[src/rtl/axil_crossbar_wr.sv]
// AXI-Lite write-path crossbar: forwards AW/W from the granted master to one
// slave port and routes B back to that master. The grant is captured when a
// transaction starts and is held until the B handshake completes.
module axil_crossbar_wr #(
  parameter int NUMBER_MASTER  = 2,
  parameter int AXI_DATA_WIDTH = 32,
  parameter int AXI_ADDR_WIDTH = 32
) (
  input  logic                                           aclk,
  input  logic                                           aresetn,
  input  logic [NUMBER_MASTER-1:0]                       grant_wr,
  // master ports
  input  logic [NUMBER_MASTER-1:0][AXI_ADDR_WIDTH-1:0]   m_axil_awaddr,
  input  logic [NUMBER_MASTER-1:0]                       m_axil_awvalid,
  output logic [NUMBER_MASTER-1:0]                       m_axil_awready,
  input  logic [NUMBER_MASTER-1:0][AXI_DATA_WIDTH-1:0]   m_axil_wdata,
  input  logic [NUMBER_MASTER-1:0][AXI_DATA_WIDTH/8-1:0] m_axil_wstrb,
  input  logic [NUMBER_MASTER-1:0]                       m_axil_wvalid,
  output logic [NUMBER_MASTER-1:0]                       m_axil_wready,
  output logic [NUMBER_MASTER-1:0][1:0]                  m_axil_bresp,
  output logic [NUMBER_MASTER-1:0]                       m_axil_bvalid,
  input  logic [NUMBER_MASTER-1:0]                       m_axil_bready,
  // slave port
  output logic [AXI_ADDR_WIDTH-1:0]                      s_axil_awaddr,
  output logic                                           s_axil_awvalid,
  input  logic                                           s_axil_awready,
  output logic [AXI_DATA_WIDTH-1:0]                      s_axil_wdata,
  output logic [AXI_DATA_WIDTH/8-1:0]                    s_axil_wstrb,
  output logic                                           s_axil_wvalid,
  input  logic                                           s_axil_wready,
  input  logic [1:0]                                     s_axil_bresp,
  input  logic                                           s_axil_bvalid,
  output logic                                           s_axil_bready,
  // arbiter status
  output logic                                           wr_busy,
  output logic                                           wr_done
);

  localparam int IW = $clog2(NUMBER_MASTER);

  typedef enum logic [1:0] {
    IDLE      = 2'd0,
    ADDR_DATA = 2'd1,
    RESP      = 2'd2
  } state_t;

  state_t          r_state;
  state_t          w_state_nxt;
  logic [IW-1:0]   r_sel;
  logic [IW-1:0]   w_sel_nxt;
  logic            r_aw_done;
  logic            w_aw_done_nxt;
  logic            r_w_done;
  logic            w_w_done_nxt;

  logic [IW-1:0]   w_grant_idx;
  logic            w_grant_found;
  logic            w_aw_hs;
  logic            w_w_hs;

  // Lowest set grant bit selects the master when the grant is not one-hot.
  always_comb begin
    w_grant_idx   = '0;
    w_grant_found = 1'b0;
    for (int unsigned i = 0; i < NUMBER_MASTER; i++) begin
      if (grant_wr[i] && !w_grant_found) begin
        w_grant_idx   = IW'(i);
        w_grant_found = 1'b1;
      end
    end
  end

  // State, selected master and per-channel completion flags.
  always_ff @(posedge aclk or negedge aresetn) begin
    if (!aresetn) begin
      r_state   <= IDLE;
      r_sel     <= '0;
      r_aw_done <= 1'b0;
      r_w_done  <= 1'b0;
    end else begin
      r_state   <= w_state_nxt;
      r_sel     <= w_sel_nxt;
      r_aw_done <= w_aw_done_nxt;
      r_w_done  <= w_w_done_nxt;
    end
  end

  // Next-state logic and channel steering; everything defaults to zero so
  // unselected masters and idle cycles see quiet outputs.
  always_comb begin
    w_state_nxt    = r_state;
    w_sel_nxt      = r_sel;
    w_aw_done_nxt  = r_aw_done;
    w_w_done_nxt   = r_w_done;
    m_axil_awready = '0;
    m_axil_wready  = '0;
    m_axil_bresp   = '0;
    m_axil_bvalid  = '0;
    s_axil_awaddr  = '0;
    s_axil_awvalid = 1'b0;
    s_axil_wdata   = '0;
    s_axil_wstrb   = '0;
    s_axil_wvalid  = 1'b0;
    s_axil_bready  = 1'b0;
    wr_done        = 1'b0;
    w_aw_hs        = 1'b0;
    w_w_hs         = 1'b0;

    unique case (r_state)
      IDLE: begin
        if (w_grant_found) begin
          w_sel_nxt     = w_grant_idx;
          w_aw_done_nxt = 1'b0;
          w_w_done_nxt  = 1'b0;
          w_state_nxt   = ADDR_DATA;
        end
      end

      ADDR_DATA: begin
        s_axil_awaddr         = m_axil_awaddr[r_sel];
        s_axil_awvalid        = m_axil_awvalid[r_sel] & ~r_aw_done;
        m_axil_awready[r_sel] = s_axil_awready & ~r_aw_done;
        s_axil_wdata          = m_axil_wdata[r_sel];
        s_axil_wstrb          = m_axil_wstrb[r_sel];
        s_axil_wvalid         = m_axil_wvalid[r_sel] & ~r_w_done;
        m_axil_wready[r_sel]  = s_axil_wready & ~r_w_done;
        w_aw_hs               = s_axil_awvalid & s_axil_awready;
        w_w_hs                = s_axil_wvalid & s_axil_wready;
        if (w_aw_hs) w_aw_done_nxt = 1'b1;
        if (w_w_hs)  w_w_done_nxt  = 1'b1;
        // Either channel may finish first; move on once both have.
        if ((r_aw_done | w_aw_hs) & (r_w_done | w_w_hs)) begin
          w_state_nxt = RESP;
        end
      end

      RESP: begin
        m_axil_bvalid[r_sel] = s_axil_bvalid;
        m_axil_bresp[r_sel]  = s_axil_bresp;
        s_axil_bready        = m_axil_bready[r_sel];
        if (s_axil_bvalid & m_axil_bready[r_sel]) begin
          wr_done     = 1'b1;
          w_state_nxt = IDLE;
        end
      end

      default: w_state_nxt = IDLE;
    endcase
  end

  assign wr_busy = (r_state != IDLE);

endmodule

[config.mk]
export PLATFORM = sky130hd
export DESIGN_NAME = axil_crossbar_wr
export DESIGN_NICKNAME = d
export VERILOG_FILES = /design/src/rtl/axil_crossbar_wr.sv
export SDC_FILE = /design/constraint.sdc
export NUM_CORES = 1
export LEC_CHECK = 0
export CAP_MARGIN = 20
export CORE_AREA = 2 2 90 92
export CTS_CLUSTER_DIAMETER = 60
export DETAILED_ROUTE_END_ITERATION = 10
export DIE_AREA = 0 0 92 94
export GPL_TIMING_DRIVEN = 0
export PLACE_DENSITY = 0.74
export SYNTH_ARGS = -nofsm -noshare
export SYNTH_HDL_FRONTEND = slang
export SYNTH_SLANG_ARGS = --single-unit
[constraint.sdc]
create_clock -name aclk -period 1.1 [get_ports aclk]
set_input_delay 0.165 -clock aclk [delete_from_list [all_inputs] [get_ports aclk]]
set_output_delay 0.165 -clock aclk [all_outputs]
set_load 0.01 [all_outputs]
* After elaboration in Yosys (flattened, before gate mapping) *
Cells that the tools add are included.

word-level totals
  bits in read-only memories = 0
  bits in latches = 0
  memory bits (writable) = 0
  bits in registers = 5
  memories kept = 0

cells by class
  reductions and logical operators = 10
  shift-type cells = 0
  equal/unequal tests = 7
  multiply operators = 0
  add/subtract/negate cells = 0
  divide/modulo/power cells = 0
  bitwise operators = 16
  multiplexer cells = 40
  $lt $le $gt $ge = 2

operator list
  cell                count
  $mux 32             6
  $mux 1              18
  $mux 4              4
  $mux 2              7
  $ne 2x2->1 const B  5
  $reduce_and 3->1    3
  $and 1x1->1         8
  $and 2x2->2         3
  $pmux 2 s3          1
  $and 4x4->4         1
  $pmux 1 s2          2
  $reduce_bool 2->1   2
  $demux 2 s1         1
  $eq 2x1->1 const B  1
  $eq 2x2->1 const B  1
  $logic_and 1x1->1   2
  $logic_not 2->1     1
  $lt 1x2->1 const B  1
  $not 1->1           2
  $or 1x1->1          2
  $reduce_and 2->1    1
  $demux 1 s1         1
  $ge 1x1->1 const B  1
  $logic_not 1->1     1

* Logic depth before layout (Yosys ltp) *
  word-level depth = 8
  depth in mapped cells = 5
  gate-level depth less buffers = 3

* Worst setup path before layout *
OpenSTA, ideal clock, no wires.

  kind = register -> output
  start = register r_state[1]
  end = output m_axil_awready[0]
  slack = -0.261 ns
  data required time = 0.935 ns
  cell stages (with the launch flop) = 6
  arrival = 1.196 ns
  path through = dfrtp_1 buf_6 nand2b_4 buf_6 buf_6 nor4b_2

between the ends
  word-level cells in the longest chain between the ends = 2

RTL lines
  what                    line  RTL
  from (decl)             47    state_t r_state;
  from (signal assigned)  81    r_state <= w_state_nxt;
  $eq 2x1->1              109   unique case (r_state)
  $mux 2                  109
  to (decl)               15    output logic [NUMBER_MASTER-1:0] m_axil_awready,

No other way between the ends.

* Worst setup path after layout *
  start = register r_sel
  end = output s_axil_awaddr[11]

between the ends
  word-level cells in the longest chain between the ends = 3

RTL lines
  what                                         line  RTL
  from (decl)                                  49    logic [IW-1:0] r_sel;
  from (signal assigned)                       82    r_sel <= w_sel_nxt;
  $mux 32 (not written as such) (2 in series)  120   s_axil_awaddr = m_axil_awaddr[r_sel];
  $mux 32                                      109
  to (decl)                                    24    output logic [AXI_ADDR_WIDTH-1:0] s_axil_awaddr,

No other way between the ends. The select of a mux whose other input is x is not followed.

==> impl_metrics.tcl <==
set metrics [dict create \
    status "finished with violations" \
    violations "setup timing" \
    hold_path_class "input pin to asynchronous set/reset pin" \
    yosysUniqueCellTypes 19 \
    crit_arrival_ns 1.49 \
    yosys_warnings 0 \
    final_cells 577 \
    finalSetupViolations 88 \
    place_congestion 0.781 \
    preCtsSetupSlack_ns -0.791 \
    dr.first_iter.drc_count 34 \
    rsz0062_at_grt "yes" \
    vdd_drop_max_mv 1.57 \
    path_class "register to output port" \
    place_area_mm2 0.00415 \
    tightest_slew_ns 0.381 \
    grt_max_degree 11 \
    core-area_mm2 0.00761 \
    postSynthAreaPerCell_um2 7.26 \
    syn_area_mm2 0.00148 \
    dp.cells 539 \
    layout_commonest_cell "clkdlybuf4s50_1" \
    design_area_mm2 0.00484 \
    fill_cells 616 \
    dp_hpwl_mm 6.70 \
    timing.final.ws_setup_ns -0.556 \
    worst_setup_path_start_kind "register" \
    cts_buffers 3 \
    ys_seq_area_share_pct 8.45 \
    grt_overflow 0 \
    antenna_found_initial 0 \
    ys_ff_latch 5 \
    syn_inst 204 \
    fin_setup_tns_ns -41.00 \
    reg2reg_depth 7 \
    clock_latency_ns 0.23 \
    grt_pass1_wl_mm 13.2 \
    ioPinCount 234 \
    ctsHtreeMaxLevel 1 \
    first_pass_iters 4 \
    postRouteAntennaNets 0 \
    syn_nets 355 \
    clock-sinks 5 \
    period_needed_ns 1.66 \
    power.density_mw_per_mm2 2370 \
    synthToLayoutAreaGrowth_pct 227 \
    drive_above_1_share_pct 48.2 \
    cp_max_fo 10 \
    cts_hold_buf 0 \
    dieArea_mm2 0.00865 \
    vias 2551 \
    die_h_um 94 \
    track_usage_pct 18.7 \
    power_leakage_nw 2.09 \
    cts_buffer_depth 2 \
    layout_common_cells "clkdlybuf4s50_1 (150), buf_2 (62), mux2i_1 (40)" \
    die_x_um 92 \
    grt_pass1_vias 2582 \
    cp.required_ns 0.94 \
    fin_skew_ns 0.00455 \
    viasPerCell 4.42 \
    post_drt_wl_per_cell_um 16.0 \
    holdWs_ns 0.157 \
    drc 0 \
    io_buffers 233 \
    num_antenna_cells 0 \
    drt_wl_total_mm 9.22 \
    hold_viol_final 0 \
    cts_root_buffer "clkbuf_8" \
    tritoncts "built" \
    period_share_pct 151 \
    nets 627 \
    std_cell_rows 32 \
    report.final.slew_viol_count 0 \
    initial_core_util_pct 19.5 \
    clk_pin_slew_ns 0.04 \
    cp-end-kind "output port" \
    fmax_mhz 604 \
    max_slew_margin_pct 74.6 \
    drv_cap 0 \
]
## flip-flops by register name (all words and copies together), names as in the netlist
name	flops
r_w_done	1
r_state	2
r_sel	1
r_aw_done	1
## timing repair
action                                  in CTS  in global routing
endpoints found under the setup margin      87                 88
pin swaps                                   16                 17
setup buffers                               20                 10
gates resized for setup                    397                 64
gates cloned                                 5                  4
## cells by family (layout without fill, tap and decap cells)
kind of cell,after synthesis,in the layout,synth area share (%)
AOI/OAI and AO/OA,13,13,5.41
buffers and inverters,23,293,10.8
DFF,5,5,8.45
muxes,71,71,48.7
and+or+nand+nor,92,93,26.6
## synth_stat cells
master     n  area (µm²)
a21oi_1    3        15.0
a21oi_2    1        8.76
a31oi_1    2        12.5
and2_1     2        12.5
and3_1     2        12.5
buf_2     11        55.1
buf_6      8        90.1
dfrtp_1    5         125
inv_1      4        15.0
mux2_4     2        30.0
mux2i_1   69         691
nand2_1    5        18.8
nand2b_4   1        13.8
nor2_1    75         282
nor3_1     5        25.0
nor4b_2    2        30.0
o21ai_0    5        25.0
o311a_1    1        10.0
o32ai_1    1        8.76
## path summary, 6_finish.rpt
kind	start	endpoint	slack [ns]
max in group asynchronous	aresetn	r_sel	0.75
worst max register to register	r_sel	r_state[1]	-0.45
worst min register to register	r_aw_done	r_aw_done	0.72
worst max-delay path	r_sel	s_axil_awaddr[11]	-0.56
min in group aclk	grant_wr[0]	r_sel	0.55
worst min-delay path	aresetn	r_state[0]	0.16
## worst max-delay path, cell delays in order (launching register included)
cell and delay (ns):
dfrtp_1 0.34, buf_6 0.15, buf_4 0.22, mux2i_2 0.28, nor2_4 0.04, clkdlybuf4s15_1 0.24
## where the power goes
group	total [mW]	leakage (nW)	switching, mW	internal [mW]
Sequential	0.422	0.0603	0.148	0.274
Combinational	10.7	2.01	4.69	5.98
Clock	0.361	0.0228	0.111	0.251
## routing by layer
metal | wire [µm] | up-vias | GRT usage, %
met4 | 104 | 0 | 3.11
met2 | 4980 | 141 | 35.8
li1 | - | 1243 | -
met5 | 0 | - | 0
met3 | 794 | 10 | 4.57
met1 | 3340 | 1157 | 21.1
## cell type report
| class | count | area, µm² | share of cell area, % |
|---|---|---|---|
| plain buffers | 17 | 269 | 5.56 |
| clock buffers | 4 | 45.0 | 0.931 |
| multi-input cells | 177 | 1740 | 35.9 |
| inverters | 4 | 18.8 | 0.388 |
| well taps | 102 | 128 | 2.64 |
| flip-flops and latches | 5 | 125 | 2.59 |
| repair buffers | 268 | 2510 | 52.0 |
## metrics by stage
stage	util (%)	total power, mW
floorplan	-	4.90
global placement	54.5	8.42
detailed placement	54.5	8.50
CTS	59.3	10.4
global route	63.6	12.1
finish	63.6	11.5
Note: power is estimated with default switching activity, not from simulation.
